## src/rtl/andromeda_pkg.sv

```systemverilog
// Shared types and constants for the Andromeda RGB capture controller.
package andromeda_pkg;

    localparam int IMAGE_WIDTH_DEF  = 720;
    localparam int IMAGE_HEIGHT_DEF = 480;
    localparam int CHAN_W           = 12;

    localparam int ERR_OVERRUN     = 0;
    localparam int ERR_LINE_LONG   = 1;
    localparam int ERR_SHORT_FRAME = 2;

    typedef enum logic [1:0] {
        S_IDLE,
        S_WAIT_FRAME,
        S_CAPTURE
    } state_t;

    typedef struct packed {
        logic [CHAN_W-1:0] r;
        logic [CHAN_W-1:0] g;
        logic [CHAN_W-1:0] b;
    } pixel_t;

endpackage

```

## src/rtl/andromeda_raster_counter.sv

```systemverilog
// Raster x/y, line base and linear write address, all maintained incrementally.
module andromeda_raster_counter
    import andromeda_pkg::*;
#(
    parameter int IMAGE_WIDTH  = IMAGE_WIDTH_DEF,
    parameter int IMAGE_HEIGHT = IMAGE_HEIGHT_DEF,
    parameter int ADDR_W       = 19
) (
    input  logic              clock,
    input  logic              reset_n,
    input  logic              restart,
    input  logic              new_line,
    input  logic              advance,
    output logic [9:0]        x,
    output logic [8:0]        y,
    output logic [ADDR_W-1:0] addr,
    output logic [9:0]        eff_x,
    output logic [8:0]        eff_y,
    output logic [ADDR_W-1:0] eff_addr
);

    localparam logic [8:0]        Y_END     = 9'(IMAGE_HEIGHT);
    localparam logic [ADDR_W-1:0] LINE_STEP = ADDR_W'(IMAGE_WIDTH);

    logic [ADDR_W-1:0] base;
    logic [ADDR_W-1:0] eff_base;

    // eff_* is the position the pixel of this cycle lands on, after any sync strobe
    always_comb begin
        eff_x    = x;
        eff_y    = y;
        eff_addr = addr;
        eff_base = base;
        if (restart) begin
            eff_x    = '0;
            eff_y    = '0;
            eff_addr = '0;
            eff_base = '0;
        end else if (new_line && (x != '0)) begin
            eff_x = '0;
            if (y < Y_END) begin
                eff_y    = y + 9'd1;
                eff_base = base + LINE_STEP;
            end
            eff_addr = eff_base;
        end
    end

    always_ff @(posedge clock or negedge reset_n) begin
        if (!reset_n) begin
            x    <= '0;
            y    <= '0;
            addr <= '0;
            base <= '0;
        end else begin
            x    <= advance ? eff_x + 10'd1 : eff_x;
            addr <= advance ? eff_addr + ADDR_W'(1) : eff_addr;
            y    <= eff_y;
            base <= eff_base;
        end
    end

endmodule

```

## src/rtl/andromeda_capture_ctrl.sv

```systemverilog
// Capture sequencer: arms, aligns to sync strobes, registers pixel writes and
// swaps frame-memory banks with the readout engine.
module andromeda_capture_ctrl
    import andromeda_pkg::*;
#(
    parameter int IMAGE_WIDTH  = IMAGE_WIDTH_DEF,
    parameter int IMAGE_HEIGHT = IMAGE_HEIGHT_DEF,
    parameter int ADDR_W       = 19,
    parameter int PIX_W        = 36
) (
    input  logic              clock,
    input  logic              reset_n,
    input  logic              pixel_valid_in,
    input  logic [PIX_W-1:0]  pixel_data_in,
    input  logic              frame_start_in,
    input  logic              line_start_in,
    input  logic              cmd_arm_in,
    input  logic              cmd_continuous_in,
    input  logic              cmd_abort_in,
    input  logic              wr_ready_in,
    input  logic              rd_busy_in,
    output logic              wr_en_out,
    output logic [ADDR_W-1:0] wr_addr_out,
    output logic [PIX_W-1:0]  wr_data_out,
    output logic              wr_bank_out,
    output logic [9:0]        pixel_x_out,
    output logic [8:0]        pixel_y_out,
    output logic              busy_out,
    output logic              frame_done_out,
    output logic [2:0]        err_out,
    output logic [7:0]        frames_dropped_out
);

    localparam logic [9:0] X_END  = 10'(IMAGE_WIDTH);
    localparam logic [9:0] X_LAST = 10'(IMAGE_WIDTH - 1);
    localparam logic [8:0] Y_END  = 9'(IMAGE_HEIGHT);
    localparam logic [8:0] Y_LAST = 9'(IMAGE_HEIGHT - 1);

    state_t state;
    state_t state_next;
    logic   cont_q;
    logic   swap_q;

    logic              restart;
    logic              new_line;
    logic              accept;
    logic              in_range;
    logic              advance;
    logic              do_write;
    logic              last;
    logic              arm_take;
    logic [2:0]        err_set;
    logic [9:0]        eff_x;
    logic [8:0]        eff_y;
    logic [ADDR_W-1:0] eff_addr;
    logic [ADDR_W-1:0] cur_addr;

    andromeda_raster_counter #(
        .IMAGE_WIDTH  (IMAGE_WIDTH),
        .IMAGE_HEIGHT (IMAGE_HEIGHT),
        .ADDR_W       (ADDR_W)
    ) u_raster (
        .clock    (clock),
        .reset_n  (reset_n),
        .restart  (restart),
        .new_line (new_line),
        .advance  (advance),
        .x        (pixel_x_out),
        .y        (pixel_y_out),
        .addr     (cur_addr),
        .eff_x    (eff_x),
        .eff_y    (eff_y),
        .eff_addr (eff_addr)
    );

    // Abort masks every counter and write action in the same cycle
    always_comb begin
        arm_take = (state == S_IDLE) && cmd_arm_in && !cmd_abort_in;
        restart  = !cmd_abort_in && frame_start_in && (state != S_IDLE);
        new_line = !cmd_abort_in && (state == S_CAPTURE) && line_start_in && !frame_start_in;
        accept   = !cmd_abort_in && pixel_valid_in &&
                   ((state == S_CAPTURE) || ((state == S_WAIT_FRAME) && frame_start_in));
        in_range = (eff_x < X_END) && (eff_y < Y_END);
        advance  = accept && in_range;
        do_write = advance && wr_ready_in;
        last     = advance && (eff_x == X_LAST) && (eff_y == Y_LAST);
        err_set                  = '0;
        err_set[ERR_OVERRUN]     = advance && !wr_ready_in;
        err_set[ERR_LINE_LONG]   = accept && (eff_x >= X_END) && (eff_y < Y_END);
        err_set[ERR_SHORT_FRAME] = restart && (state == S_CAPTURE);
    end

    always_comb begin
        state_next = state;
        if (cmd_abort_in) begin
            state_next = S_IDLE;
        end else begin
            case (state)
                S_IDLE:       if (cmd_arm_in) state_next = S_WAIT_FRAME;
                S_WAIT_FRAME: if (frame_start_in) state_next = S_CAPTURE;
                S_CAPTURE:    state_next = S_CAPTURE;
                default:      state_next = S_IDLE;
            endcase
            if (last) state_next = cont_q ? S_WAIT_FRAME : S_IDLE;
        end
    end

    always_ff @(posedge clock or negedge reset_n) begin
        if (!reset_n) begin
            state <= S_IDLE;
        end else begin
            state <= state_next;
        end
    end

    assign busy_out = (state != S_IDLE);

    // Bank toggles the cycle after frame_done so the last write still carries the old bank
    always_ff @(posedge clock or negedge reset_n) begin
        if (!reset_n) begin
            wr_en_out          <= 1'b0;
            wr_addr_out        <= '0;
            wr_data_out        <= '0;
            frame_done_out     <= 1'b0;
            swap_q             <= 1'b0;
            wr_bank_out        <= 1'b0;
            err_out            <= '0;
            frames_dropped_out <= '0;
            cont_q             <= 1'b0;
        end else begin
            wr_en_out <= do_write;
            if (do_write) begin
                wr_addr_out <= eff_addr;
                wr_data_out <= pixel_data_in;
            end
            frame_done_out <= last;
            swap_q         <= last && !rd_busy_in;
            wr_bank_out    <= wr_bank_out ^ swap_q;
            if (last && rd_busy_in && (frames_dropped_out != 8'hFF)) begin
                frames_dropped_out <= frames_dropped_out + 8'd1;
            end
            if (arm_take) begin
                cont_q  <= cmd_continuous_in;
                err_out <= '0;
            end else begin
                err_out <= err_out | err_set;
            end
        end
    end

endmodule
```

## config.mk

```make
export PLATFORM = sky130hd
export DESIGN_NAME = andromeda_capture_ctrl
export DESIGN_NICKNAME = d
export VERILOG_FILES = /design/src/rtl/andromeda_pkg.sv /design/src/rtl/andromeda_raster_counter.sv /design/src/rtl/andromeda_capture_ctrl.sv
export SDC_FILE = /design/constraint.sdc
export NUM_CORES = 1
export LEC_CHECK = 0
export ABC_AREA = 1
export CAP_MARGIN = 20
export CORE_MARGIN = 4
export CORE_UTILIZATION = 55
export CTS_CLUSTER_DIAMETER = 80
export CTS_CLUSTER_SIZE = 40
export DETAILED_ROUTE_END_ITERATION = 8
export PLACE_DENSITY_LB_ADDON = 0.2
export SYNTH_ARGS = -nofsm -noshare
export SYNTH_HDL_FRONTEND = slang
export SYNTH_SLANG_ARGS = --single-unit
```

## constraint.sdc

```tcl
create_clock -name clock -period 6.1 [get_ports clock]
set_input_delay 1.22 -clock clock [delete_from_list [all_inputs] [get_ports clock]]
set_output_delay 1.22 -clock clock [all_outputs]
set_load 0.005 [all_outputs]
```

==> run_summary.xml, run 1 <==
<?xml version="1.0" encoding="UTF-8"?>
<metrics>
  <group name="outcome">
    <metric name="status" unit="">complete, no violations</metric>
  </group>
  <group name="placement">
    <metric name="globalplace.congestion" unit="">0.912</metric>
    <metric name="post-dp-hpwl" unit="mm">11.4</metric>
    <metric name="place.detailed.instances" unit="">1129</metric>
    <metric name="place.port_buffers" unit="">134</metric>
    <metric name="placement.cell_area" unit="um^2">8020</metric>
  </group>
  <group name="yosys">
    <metric name="cell_area_after_technology_mapping" unit="um^2">6700</metric>
    <metric name="synth.net_count" unit="">929</metric>
    <metric name="synth.top_cells.by_count" unit="">sky130_fd_sc_hd__nand2_1, sky130_fd_sc_hd__dfrtp_1, sky130_fd_sc_hd__inv_1</metric>
    <metric name="ys_warn_count" unit="">0</metric>
    <metric name="synth_enable_flop_cells" unit="">0</metric>
    <metric name="synthMostInstantiatedCell" unit="">sky130_fd_sc_hd__nand2_1</metric>
    <metric name="dominantRegCellSynth" unit="">sky130_fd_sc_hd__dfrtp_1</metric>
    <metric name="synth_largest_type_area_fraction" unit="%">47.0</metric>
    <metric name="synth-seq-cells" unit="">126</metric>
    <metric name="synth_sequential_area_ratio" unit="%">47.0</metric>
    <metric name="post_synth.cell_area_avg" unit="um^2">7.67</metric>
    <metric name="synth_cell_type_count" unit="">40</metric>
    <metric name="synth.largest_area_cell" unit="">sky130_fd_sc_hd__dfrtp_1</metric>
    <metric name="synthesis.instances" unit="">874</metric>
    <metric name="netlist_top_cells_area" unit="">sky130_fd_sc_hd__dfrtp_1, sky130_fd_sc_hd__nand2_1, sky130_fd_sc_hd__inv_1</metric>
    <metric name="postSynth.asyncResetShare" unit="%">100</metric>
  </group>
  <group name="grt">
    <metric name="grt.overflow.total" unit="">0</metric>
    <metric name="wire_length_of_the_first_global_routing_pass" unit="mm">28.1</metric>
    <metric name="largest_net_degree_at_the_start_of_global_routing" unit="">78</metric>
    <metric name="grt.total_usage" unit="%">24.6</metric>
    <metric name="first_global_vias" unit="">5789</metric>
    <metric name="antenna_found_initial" unit="">0</metric>
  </group>
  <group name="hold_path">
    <metric name="timing.hold.worst.start" unit="">swap_q$_DFF_PN0_</metric>
    <metric name="hold-path-cell-count" unit="">1</metric>
    <metric name="worst_hold_path_type" unit="">flop to flop</metric>
    <metric name="min_delay_worst_endpoint" unit="">wr_bank_out$_DFF_PN0_</metric>
  </group>
  <group name="layout">
    <metric name="seqCellArea" unit="um^2">3150</metric>
    <metric name="finalNonFillerCells" unit="">1161</metric>
    <metric name="syn_to_final_growth" unit="%">27.7</metric>
    <metric name="final_net_count" unit="">1056</metric>
    <metric name="finish.instance_area" unit="um^2">8560</metric>
    <metric name="multi_input_area" unit="um^2">2950</metric>
    <metric name="share_of_post_route_cells_with_drive_strength_above_1" unit="%">6.11</metric>
    <metric name="fillerInstances" unit="">950</metric>
    <metric name="diodes" unit="">0</metric>
  </group>
  <group name="pwr">
    <metric name="power.density_cell_area" unit="nW/um^2">400</metric>
    <metric name="vdd.ir_drop.worst" unit="uV">225</metric>
    <metric name="cell_internal_power_dissipation" unit="mW">2.27</metric>
    <metric name="netSwitchingFraction" unit="%">33.9</metric>
    <metric name="pwr-share-seq" unit="%">37.4</metric>
    <metric name="pwr-share-comb" unit="%">35.5</metric>
    <metric name="power_switching" unit="mW">1.16</metric>
    <metric name="power.share.clock" unit="%">27.1</metric>
    <metric name="p_leak" unit="nW">4.17</metric>
  </group>
  <group name="clock_network">
    <metric name="tritoncts" unit="">yes</metric>
    <metric name="buffer_count_from_post_cts_setup_fixing" unit="">0</metric>
    <metric name="ctsLongestPathBuffers" unit="">2</metric>
    <metric name="cts_htree_levels" unit="">4</metric>
    <metric name="clock-root-buffer" unit="">sky130_fd_sc_hd__clkbuf_16</metric>
    <metric name="postCtsResizedCells" unit="">0</metric>
    <metric name="worst_setup_hold_path_clk_slew" unit="ns">0.05</metric>
    <metric name="clock_latency" unit="ns">0.42</metric>
    <metric name="numClockSinks" unit="">126</metric>
    <metric name="holdBufCountCts" unit="">0</metric>
    <metric name="cts_inserted_buffers" unit="">17</metric>
  </group>
  <group name="run">
    <metric name="maxCapViolCount" unit="">0</metric>
  </group>
  <group name="route">
    <metric name="drt_pre_antenna_iters" unit="">5</metric>
    <metric name="routed_via_density" unit="">5.14</metric>
    <metric name="postRouteAntennaNets" unit="">0</metric>
    <metric name="drtIter0Drc" unit="">547</metric>
    <metric name="totalWireLength" unit="mm">16.5</metric>
    <metric name="detail_route.wl_per_cell" unit="um">14.2</metric>
    <metric name="vias" unit="">5962</metric>
    <metric name="remaining_drc_errors" unit="">0</metric>
  </group>
  <group name="setup_path">
    <metric name="worstSetupPathType" unit="">input port to flop</metric>
    <metric name="beginning_of_the_worst_register_to_register_path" unit="">u_raster.x[3]$_DFF_PN0_</metric>
    <metric name="r2r_end" unit="">state[0]$_DFFE_PN0P_</metric>
    <metric name="timing.critical_path.arrival" unit="ns">4.68</metric>
    <metric name="path_max_fanout" unit="">31</metric>
    <metric name="timing.critical_path.from_type" unit="">input port</metric>
    <metric name="timing.critical_path.to_type" unit="">flop</metric>
    <metric name="ff2ff_setup_slack" unit="ns">2.23</metric>
    <metric name="worst_r2r_path_depth" unit="">18</metric>
    <metric name="required" unit="ns">6.46</metric>
  </group>
  <group name="floorplan">
    <metric name="die_w" unit="um">118</metric>
    <metric name="floorplan.initialDensity" unit="%">56.0</metric>
    <metric name="pin_count" unit="">135</metric>
    <metric name="fp.dieArea" unit="um^2">14000</metric>
    <metric name="core_region_area" unit="um^2">12000</metric>
    <metric name="die-height" unit="um">118</metric>
    <metric name="num_rows" unit="">40</metric>
  </group>
  <group name="sta">
    <metric name="worst_clk_skew" unit="ns">0.00588</metric>
    <metric name="slew-limit-headroom" unit="%">33.8</metric>
    <metric name="finalCritPeriodShare" unit="%">70.7</metric>
    <metric name="setup_tns" unit="ns">0</metric>
    <metric name="hold_viol" unit="">0</metric>
    <metric name="rsz0062_at_grt" unit="">no</metric>
    <metric name="fin_hold_ws" unit="ns">0.445</metric>
    <metric name="final_number_of_max_transition_violations" unit="">0</metric>
    <metric name="period_minus_slack" unit="ns">4.32</metric>
    <metric name="worst_slew_pin_slew" unit="ns">0.993</metric>
    <metric name="max_freq" unit="GHz">0.232</metric>
    <metric name="setup-violations-final" unit="">0</metric>
  </group>
</metrics>
[per-layer routing]
metal  global-route usage (%)  share of wire [%]
met1                     32.2                 44
met2                     37.8                 45
met3                     8.76                8.9
met4                     9.27                2.2
met5                        0                  0
[power groups by stage]
stage	Combinational (mW)	Sequential (mW)	Clock, mW
after global routing	1.37	1.32	0.979
after detailed placement	1.21	1.28	0
after global placement	1.19	1.29	0
after CTS	1.22	1.28	0.939
after floorplan	0.644	1.27	0
final	1.22	1.28	0.927
[per-stage QoR]
| stage | utilization (%) | total power, mW | setup WS [ns] |
|---|---|---|---|
| floorplan | - | 1.91 | 2.91 |
| global placement | 67.1 | 2.48 | 1.50 |
| detailed placement | 67.1 | 2.49 | 1.48 |
| CTS | 71.5 | 3.44 | 1.86 |
| global route | 71.5 | 3.68 | 1.49 |
| finish | 71.5 | 3.43 | 1.78 |
[critical path, stage by stage]
cell and delay (ns):
sky130_fd_sc_hd__clkdlybuf4s50_1 0.54, sky130_fd_sc_hd__inv_1 0.11, sky130_fd_sc_hd__nand3_2 0.49, sky130_fd_sc_hd__nand2_4 0.31, sky130_fd_sc_hd__clkinv_2 0.25, sky130_fd_sc_hd__nand2_1 0.12
sky130_fd_sc_hd__inv_1 0.10, sky130_fd_sc_hd__ha_1 0.17, sky130_fd_sc_hd__nand2_1 0.11, sky130_fd_sc_hd__nor2_4 0.20, sky130_fd_sc_hd__nand2_1 0.08, sky130_fd_sc_hd__nor2_1 0.10
sky130_fd_sc_hd__nand3_1 0.08, sky130_fd_sc_hd__nor2_1 0.30, sky130_fd_sc_hd__nand2_1 0.18, sky130_fd_sc_hd__a21oi_1 0.17, sky130_fd_sc_hd__nand2_1 0.07, sky130_fd_sc_hd__nand2_1 0.05
[cell families after synthesis]
| group | Yosys count | share of synthesized area [%] |
|---|---|---|
| AND/OR/NAND/NOR | 526 | 33.8 |
| buffers and inverters | 126 | 8.90 |
| flip-flops | 126 | 47.0 |
| AO/OA/AOI/OAI | 65 | 5.73 |
| XOR/XNOR | 22 | 2.87 |
| adder cells (fa/ha/maj) | 9 | 1.68 |
[final cells by class]
cell class                 instances  share of cell area [%]
sequential                       126                    36.8
multi-input combinational        622                    34.5
timing repair buffer             137                    15.9
clock buffer                      25                    5.56
inverter                          97                    4.30
tap                              147                    2.15
clock inverter                     7                   0.731
[sequential cells by signal, indices dropped and copies added (netlist names), 3 cells and up]
signal              cells
u_raster.x             10
frames_dropped_out      8
wr_addr_out            19
err_out                 3
u_raster.addr          19
wr_data_out            36
u_raster.base          15
u_raster.y              9
[placed cells by master, fill, tap and decap left out, types with 6 or more instances in the layout]
| cell | count |
|---|---|
| sky130_fd_sc_hd__o21ai_1 | 20 |
| sky130_fd_sc_hd__clkinv_2 | 6 |
| sky130_fd_sc_hd__nand2_1 | 319 |
| sky130_fd_sc_hd__o21ai_0 | 18 |
| sky130_fd_sc_hd__dfrtp_1 | 126 |
| sky130_fd_sc_hd__clkbuf_16 | 17 |
| sky130_fd_sc_hd__nor2_2 | 11 |
| sky130_fd_sc_hd__clkdlybuf4s50_1 | 133 |
| sky130_fd_sc_hd__ha_1 | 9 |
| sky130_fd_sc_hd__xor2_1 | 18 |
| sky130_fd_sc_hd__nor2_1 | 79 |
| sky130_fd_sc_hd__a21oi_1 | 11 |
| sky130_fd_sc_hd__inv_1 | 95 |
| sky130_fd_sc_hd__clkbuf_1 | 6 |
| sky130_fd_sc_hd__nand4_1 | 21 |
| sky130_fd_sc_hd__nand3_1 | 70 |
| sky130_fd_sc_hd__o21a_1 | 6 |
[worst max-delay path by stage]
| stage | slack (ns) | cells after the start | endpoint | from |
|---|---|---|---|---|
| global placement | 1.50 | 19 | state[0]$_DFFE_PN0P_ | frame_start_in |
| global route | 1.49 | 17 | frames_dropped_out[4]$_DFFE_PN0P_ | cmd_abort_in |
| detailed placement | 1.48 | 19 | state[0]$_DFFE_PN0P_ | cmd_abort_in |
| floorplan | 2.91 | 20 | frames_dropped_out[6]$_DFFE_PN0P_ | line_start_in |
| CTS | 1.86 | 18 | state[0]$_DFFE_PN0P_ | cmd_abort_in |
| finish | 1.78 | 18 | state[0]$_DFFE_PN0P_ | cmd_abort_in |
No activity file was read; power rests on OpenSTA's default activity.
==> inputs of run 2 (changes only) <==
CORE_UTILIZATION = 52   (was 55)
clock period = 4.33 ns   (was 6.1 ns; I/O delays follow)
==> run_summary.xml, run 2 (synthesis results as in run 1) <==
<?xml version="1.0" encoding="UTF-8"?>
<metrics>
  <group name="setup_path">
    <metric name="timing.critical_path.from_type" unit="">input port</metric>
    <metric name="timing.critical_path.to_type" unit="">flop</metric>
    <metric name="beginning_of_the_worst_register_to_register_path" unit="">u_raster.x[3]$_DFF_PN0_</metric>
    <metric name="worst_r2r_path_depth" unit="">17</metric>
    <metric name="required" unit="ns">4.64</metric>
    <metric name="timing.critical_path.arrival" unit="ns">3.76</metric>
    <metric name="worstSetupPathType" unit="">input port to flop</metric>
    <metric name="ff2ff_setup_slack" unit="ns">1.03</metric>
    <metric name="path_max_fanout" unit="">23</metric>
    <metric name="r2r_end" unit="">frames_dropped_out[1]$_DFFE_PN0P_</metric>
  </group>
  <group name="run">
    <metric name="maxCapViolCount" unit="">0</metric>
  </group>
  <group name="route">
    <metric name="drt_pre_antenna_iters" unit="">5</metric>
    <metric name="detail_route.wl_per_cell" unit="um">13.8</metric>
    <metric name="totalWireLength" unit="mm">16.5</metric>
    <metric name="routed_via_density" unit="">5.01</metric>
    <metric name="postRouteAntennaNets" unit="">0</metric>
    <metric name="drtIter0Drc" unit="">437</metric>
    <metric name="vias" unit="">5979</metric>
    <metric name="remaining_drc_errors" unit="">0</metric>
  </group>
  <group name="layout">
    <metric name="finish.instance_area" unit="um^2">8720</metric>
    <metric name="final_net_count" unit="">1063</metric>
    <metric name="top_regs" unit="">wr_data_out: 36 flops, u_raster.addr: 19 flops, wr_addr_out: 19 flops</metric>
    <metric name="fillerInstances" unit="">1066</metric>
    <metric name="mostFrequentLayoutCell" unit="">sky130_fd_sc_hd__nand2_1</metric>
    <metric name="registers.top_by_ff_count" unit="">wr_data_out</metric>
    <metric name="share_of_post_route_cells_with_drive_strength_above_1" unit="%">7.15</metric>
    <metric name="diodes" unit="">0</metric>
    <metric name="largest_register_ff_count" unit="">36</metric>
    <metric name="finalNonFillerCells" unit="">1193</metric>
    <metric name="syn_to_final_growth" unit="%">30.1</metric>
    <metric name="final_cell_mix" unit="">sky130_fd_sc_hd__nand2_1, sky130_fd_sc_hd__clkdlybuf4s50_1, sky130_fd_sc_hd__dfrtp_1, sky130_fd_sc_hd__inv_1, sky130_fd_sc_hd__nor2_1</metric>
  </group>
  <group name="sta">
    <metric name="hold_viol" unit="">0</metric>
    <metric name="period_minus_slack" unit="ns">3.45</metric>
    <metric name="worst_slew_pin_slew" unit="ns">0.985</metric>
    <metric name="final_number_of_max_transition_violations" unit="">0</metric>
    <metric name="finalCritPeriodShare" unit="%">79.8</metric>
    <metric name="fin_hold_ws" unit="ns">0.443</metric>
    <metric name="setup_ws" unit="ns">0.875</metric>
    <metric name="setup_tns" unit="ns">0</metric>
    <metric name="rsz0062_at_grt" unit="">no</metric>
    <metric name="slew-limit-headroom" unit="%">34.3</metric>
    <metric name="worst_clk_skew" unit="ns">0.00521</metric>
    <metric name="setup-violations-final" unit="">0</metric>
    <metric name="max_freq" unit="GHz">0.289</metric>
  </group>
  <group name="clock_network">
    <metric name="clock_latency" unit="ns">0.41</metric>
    <metric name="ctsLongestPathBuffers" unit="">2</metric>
    <metric name="worst_setup_hold_path_clk_slew" unit="ns">0.06</metric>
    <metric name="clock-root-buffer" unit="">sky130_fd_sc_hd__clkbuf_16</metric>
    <metric name="numClockSinks" unit="">126</metric>
    <metric name="cts_htree_levels" unit="">4</metric>
    <metric name="tritoncts" unit="">yes</metric>
    <metric name="postCtsResizedCells" unit="">0</metric>
    <metric name="holdBufCountCts" unit="">0</metric>
    <metric name="buffer_count_from_post_cts_setup_fixing" unit="">0</metric>
    <metric name="cts_inserted_buffers" unit="">17</metric>
  </group>
  <group name="floorplan">
    <metric name="num_rows" unit="">41</metric>
    <metric name="die_w" unit="um">122</metric>
    <metric name="floorplan.initialDensity" unit="%">53.1</metric>
    <metric name="pin_count" unit="">135</metric>
    <metric name="core_region_area" unit="um^2">12600</metric>
    <metric name="die-height" unit="um">122</metric>
    <metric name="fp.dieArea" unit="um^2">14800</metric>
  </group>
  <group name="placement">
    <metric name="globalplace.congestion" unit="">0.893</metric>
    <metric name="place.port_buffers" unit="">134</metric>
    <metric name="post-dp-hpwl" unit="mm">11.9</metric>
    <metric name="pre_cts_slack" unit="ns">0.449</metric>
    <metric name="place.detailed.instances" unit="">1161</metric>
    <metric name="placement.cell_area" unit="um^2">8130</metric>
  </group>
  <group name="hold_path">
    <metric name="min_delay_worst_endpoint" unit="">wr_bank_out$_DFF_PN0_</metric>
    <metric name="hold-path-cell-count" unit="">1</metric>
    <metric name="worst_hold_path_type" unit="">flop to flop</metric>
    <metric name="timing.hold.worst.start" unit="">swap_q$_DFF_PN0_</metric>
  </group>
  <group name="grt">
    <metric name="antenna_found_initial" unit="">0</metric>
    <metric name="wire_length_of_the_first_global_routing_pass" unit="mm">28.2</metric>
    <metric name="largest_net_degree_at_the_start_of_global_routing" unit="">75</metric>
    <metric name="grt.overflow.total" unit="">0</metric>
    <metric name="first_global_vias" unit="">5788</metric>
    <metric name="grt.total_usage" unit="%">24.1</metric>
  </group>
  <group name="pwr">
    <metric name="p_leak" unit="nW">4.24</metric>
    <metric name="vdd.ir_drop.worst" unit="uV">376</metric>
    <metric name="power.density_cell_area" unit="nW/um^2">568</metric>
  </group>
  <group name="outcome">
    <metric name="status" unit="">complete, no violations</metric>
  </group>
</metrics>
==> run 2: cell count changes in the layout (fill, tap and decap cells not counted) <==
| cell | change |
|---|---|
| sky130_fd_sc_hd__clkinv_2 | -2 |
| sky130_fd_sc_hd__clkinv_4 | +1 |
| sky130_fd_sc_hd__clkbuf_8 | +2 |
| sky130_fd_sc_hd__buf_12 | +2 |
| sky130_fd_sc_hd__buf_4 | +5 |
| sky130_fd_sc_hd__bufinv_16 | +1 |
| sky130_fd_sc_hd__clkinvlp_4 | +1 |
| sky130_fd_sc_hd__clkbuf_1 | -4 |
| sky130_fd_sc_hd__inv_6 | +1 |
==> run 2: power by group <==
group	switching, mW	internal, mW
combinational	0.879	0.844
clock	0.515	0.907
sequential	0.258	1.55
==> run 2: worst max-delay path by stage <==
stage	from	endpoint	slack, ns
after floorplan	line_start_in	frames_dropped_out[6]$_DFFE_PN0P_	1.49
after global placement	cmd_abort_in	frames_dropped_out[0]$_DFFE_PN0P_	0.60
after global routing	cmd_abort_in	frames_dropped_out[5]$_DFFE_PN0P_	0.44
after detailed placement	cmd_abort_in	frames_dropped_out[5]$_DFFE_PN0P_	0.45
after CTS	cmd_abort_in	frames_dropped_out[1]$_DFFE_PN0P_	0.89
final	cmd_abort_in	frames_dropped_out[1]$_DFFE_PN0P_	0.88
==> run 2: worst max-delay path: stages <==
cell	delay, ns
sky130_fd_sc_hd__clkdlybuf4s50_1	0.54
sky130_fd_sc_hd__nor2_2	0.06
sky130_fd_sc_hd__nand2_1	0.10
sky130_fd_sc_hd__o21bai_4	0.30
sky130_fd_sc_hd__nand2_4	0.20
sky130_fd_sc_hd__clkinv_2	0.18
sky130_fd_sc_hd__nand2_1	0.11
sky130_fd_sc_hd__inv_1	0.10
sky130_fd_sc_hd__ha_1	0.16
sky130_fd_sc_hd__nand2_1	0.10
sky130_fd_sc_hd__nor2_4	0.19
sky130_fd_sc_hd__nand4_1	0.10
sky130_fd_sc_hd__nor2_1	0.11
sky130_fd_sc_hd__nand2_1	0.09
sky130_fd_sc_hd__nor2_4	0.28
sky130_fd_sc_hd__nand2_1	0.12
sky130_fd_sc_hd__nand2_1	0.08
sky130_fd_sc_hd__nand2_1	0.04
==> run 2: per-layer routing <==
layer	GRT usage, %	wire length (um)
met2	36.4	7550
met3	10.1	1470
met1	31.9	7210
met5	0	0
met4	6.93	258
==> run 2: per-stage QoR <==
| step | util [%] | total power [mW] |
|---|---|---|
| after floorplan | - | 2.70 |
| after global placement | 64.4 | 3.50 |
| after detailed placement | 64.4 | 3.54 |
| after CTS | 69.1 | 4.99 |
| after global routing | 69.1 | 5.31 |
| final | 69.1 | 4.95 |
==> run 2: area by class of cell <==
cell class / count / area, um^2 / share of cell area (%)
repair buffers: 144 / 1440 / 16.5
well taps: 172 / 215 / 2.47
flip-flops and latches: 126 / 3150 / 36.1
clock buffers: 23 / 488 / 5.59
inverters: 97 / 368 / 4.22
clock inverters: 9 / 108 / 1.23
multi-input cells: 622 / 2950 / 33.9
==> inputs of run 3 (changes only) <==
CORE_UTILIZATION = 47   (was 52)
clock period = 3.1 ns   (was 4.33 ns; I/O delays follow)
==> run_summary.xml, run 3 (synthesis results as in run 1) <==
<?xml version="1.0" encoding="UTF-8"?>
<metrics>
  <group name="outcome">
    <metric name="status" unit="">complete, no violations</metric>
  </group>
  <group name="sta">
    <metric name="hold_viol" unit="">0</metric>
    <metric name="period_minus_slack" unit="ns">2.78</metric>
    <metric name="final_number_of_max_transition_violations" unit="">0</metric>
    <metric name="setup-violations-final" unit="">0</metric>
    <metric name="slew-limit-headroom" unit="%">54.4</metric>
    <metric name="worst_clk_skew" unit="ns">0.00785</metric>
    <metric name="worst_slew_pin_slew" unit="ns">0.685</metric>
    <metric name="rsz0062_at_grt" unit="">no</metric>
    <metric name="finalCritPeriodShare" unit="%">89.6</metric>
    <metric name="max_freq" unit="GHz">0.360</metric>
  </group>
  <group name="floorplan">
    <metric name="pin_count" unit="">135</metric>
    <metric name="die_w" unit="um">127</metric>
    <metric name="die-height" unit="um">127</metric>
    <metric name="core_region_area" unit="um^2">13900</metric>
    <metric name="floorplan.initialDensity" unit="%">48.1</metric>
    <metric name="fp.dieArea" unit="um^2">16200</metric>
    <metric name="num_rows" unit="">43</metric>
  </group>
  <group name="placement">
    <metric name="post-dp-hpwl" unit="mm">12.5</metric>
    <metric name="globalplace.congestion" unit="">0.932</metric>
    <metric name="place.detailed.instances" unit="">1201</metric>
    <metric name="place.port_buffers" unit="">134</metric>
  </group>
  <group name="route">
    <metric name="remaining_drc_errors" unit="">0</metric>
    <metric name="vias" unit="">6065</metric>
    <metric name="drtIter0Drc" unit="">506</metric>
    <metric name="postRouteAntennaNets" unit="">0</metric>
    <metric name="totalWireLength" unit="mm">16.9</metric>
    <metric name="routed_via_density" unit="">4.92</metric>
    <metric name="drt_pre_antenna_iters" unit="">6</metric>
    <metric name="detail_route.wl_per_cell" unit="um">13.7</metric>
  </group>
  <group name="layout">
    <metric name="final_net_count" unit="">1095</metric>
    <metric name="diodes" unit="">0</metric>
    <metric name="registers.top_by_ff_count" unit="">wr_data_out</metric>
    <metric name="mostFrequentLayoutCell" unit="">sky130_fd_sc_hd__nand2_1</metric>
    <metric name="multi_input_area" unit="um^2">2950</metric>
    <metric name="share_of_post_route_cells_with_drive_strength_above_1" unit="%">10.2</metric>
    <metric name="seqCellArea" unit="um^2">3150</metric>
    <metric name="syn_to_final_growth" unit="%">35.7</metric>
    <metric name="fillerInstances" unit="">1162</metric>
    <metric name="top_regs" unit="">wr_data_out: 36 flops, u_raster.addr: 19 flops, wr_addr_out: 19 flops</metric>
    <metric name="finalNonFillerCells" unit="">1233</metric>
    <metric name="final_cell_mix" unit="">sky130_fd_sc_hd__nand2_1, sky130_fd_sc_hd__clkdlybuf4s50_1, sky130_fd_sc_hd__dfrtp_1, sky130_fd_sc_hd__inv_1, sky130_fd_sc_hd__nor2_1</metric>
    <metric name="largest_register_ff_count" unit="">36</metric>
    <metric name="postLayoutCoreUtil" unit="%">65.3</metric>
  </group>
  <group name="grt">
    <metric name="grt.total_usage" unit="%">21.9</metric>
    <metric name="largest_net_degree_at_the_start_of_global_routing" unit="">50</metric>
    <metric name="antenna_found_initial" unit="">0</metric>
    <metric name="wire_length_of_the_first_global_routing_pass" unit="mm">28.7</metric>
    <metric name="first_global_vias" unit="">5889</metric>
    <metric name="grt.overflow.total" unit="">0</metric>
  </group>
  <group name="pwr">
    <metric name="power.density_cell_area" unit="nW/um^2">795</metric>
    <metric name="netSwitchingFraction" unit="%">32.6</metric>
    <metric name="pwr-share-comb" unit="%">34.9</metric>
    <metric name="vdd.ir_drop.worst" unit="uV">404</metric>
    <metric name="power.share.clock" unit="%">30.4</metric>
    <metric name="cell_internal_power_dissipation" unit="mW">4.87</metric>
    <metric name="total_power" unit="mW">7.23</metric>
    <metric name="pwr-share-seq" unit="%">34.8</metric>
    <metric name="p_leak" unit="nW">4.43</metric>
    <metric name="power_switching" unit="mW">2.35</metric>
  </group>
  <group name="clock_network">
    <metric name="ctsLongestPathBuffers" unit="">2</metric>
    <metric name="cts_inserted_buffers" unit="">17</metric>
    <metric name="tritoncts" unit="">yes</metric>
    <metric name="clock_latency" unit="ns">0.42</metric>
    <metric name="cts_htree_levels" unit="">4</metric>
    <metric name="numClockSinks" unit="">126</metric>
    <metric name="postCtsResizedCells" unit="">0</metric>
    <metric name="clock-root-buffer" unit="">sky130_fd_sc_hd__clkbuf_16</metric>
    <metric name="buffer_count_from_post_cts_setup_fixing" unit="">0</metric>
    <metric name="holdBufCountCts" unit="">0</metric>
    <metric name="worst_setup_hold_path_clk_slew" unit="ns">0.05</metric>
  </group>
  <group name="setup_path">
    <metric name="path_max_fanout" unit="">6</metric>
    <metric name="timing.critical_path.to_type" unit="">flop</metric>
    <metric name="timing.critical_path.arrival" unit="ns">3.13</metric>
    <metric name="timing.critical_path.from_type" unit="">input port</metric>
    <metric name="required" unit="ns">3.45</metric>
    <metric name="worstSetupPathType" unit="">input port to flop</metric>
  </group>
  <group name="run">
    <metric name="maxCapViolCount" unit="">0</metric>
  </group>
  <group name="hold_path">
    <metric name="worst_hold_path_type" unit="">input port to async pin</metric>
  </group>
</metrics>
[run 3: cell types whose count changed in the layout (fill, tap and decap cells not counted), sizes merged]
cell,previous run,this run
buf,11,43
clkbuf,23,18
bufinv,2,5
clkinv,5,6
clkinvlp,2,3
[run 3: worst paths after layout]
kind	from	to	slack (ns)	cells after the start
max in group asynchronous	reset_n	u_raster.addr[16]$_DFF_PN0_	2.21	2
min	reset_n	frames_dropped_out[6]$_DFFE_PN0P_	0.25	1
max reg2reg	state[0]$_DFFE_PN0P_	state[0]$_DFFE_PN0P_	0.34	21
max	cmd_abort_in	state[0]$_DFFE_PN0P_	0.32	19
min in group clock	swap_q$_DFF_PN0_	wr_bank_out$_DFF_PN0_	0.45	1
min reg2reg	swap_q$_DFF_PN0_	wr_bank_out$_DFF_PN0_	0.45	1
[run 3: layout make-up]
class / count / share of cell area (%)
Timing Repair Buffer: 176 / 19.1
Sequential cell: 126 / 34.7
Tap cell: 180 / 2.48
Clock buffer: 18 / 4.83
Clock inverter: 14 / 2.35
Multi-Input combinational cell: 622 / 32.5
Inverter: 97 / 4.04
[run 3: power by group through the flow]
stage | clock network, mW | registers, mW | logic (mW)
finish | 2.19 | 2.51 | 2.52
global route | 2.32 | 2.59 | 2.84
CTS | 2.23 | 2.52 | 2.54
detailed placement | 0 | 2.53 | 2.53
global placement | 0 | 2.52 | 2.50
floorplan | 0 | 2.50 | 1.27
[run 3: per-layer routing]
layer / global-route usage (%) / vias up / share of wire [%]
met2: 33.3 / 164 / 45
met3: 7.65 / 21 / 7.6
met5: 0 / - / 0
li1: - / 3074 / -
met4: 6.94 / 0 / 1.7
met1: 29.4 / 2806 / 46
[run 3: worst max-delay path: stages]
cell and delay (ns):
sky130_fd_sc_hd__clkdlybuf4s50_1 0.52, sky130_fd_sc_hd__nor2_2 0.06, sky130_fd_sc_hd__nand2_1 0.11, sky130_fd_sc_hd__o21bai_4 0.17
sky130_fd_sc_hd__nand2_4 0.11, sky130_fd_sc_hd__clkinv_2 0.08, sky130_fd_sc_hd__nand2_1 0.06, sky130_fd_sc_hd__inv_1 0.09
sky130_fd_sc_hd__ha_1 0.17, sky130_fd_sc_hd__nand2_1 0.11, sky130_fd_sc_hd__nor2_4 0.14, sky130_fd_sc_hd__nand2_1 0.06
sky130_fd_sc_hd__nor2_1 0.09, sky130_fd_sc_hd__nand3_1 0.07, sky130_fd_sc_hd__nor2_1 0.21, sky130_fd_sc_hd__nand2_1 0.17
sky130_fd_sc_hd__a21oi_1 0.17, sky130_fd_sc_hd__nand2_1 0.06, sky130_fd_sc_hd__nand2_1 0.05
[run 3: stage by stage]
stage	area [um^2]	hold WS, ns	TNS (ns)	setup slack, ns
after detailed placement	8440	0.450	-0.171	-0.0749
after floorplan	6700	0.324	0	0.507
after global routing	9090	0.288	0	0.119
after CTS	9090	0.260	0	0.349
final	9090	0.248	0	0.322
after global placement	8440	0.422	-0.0584	-0.0421
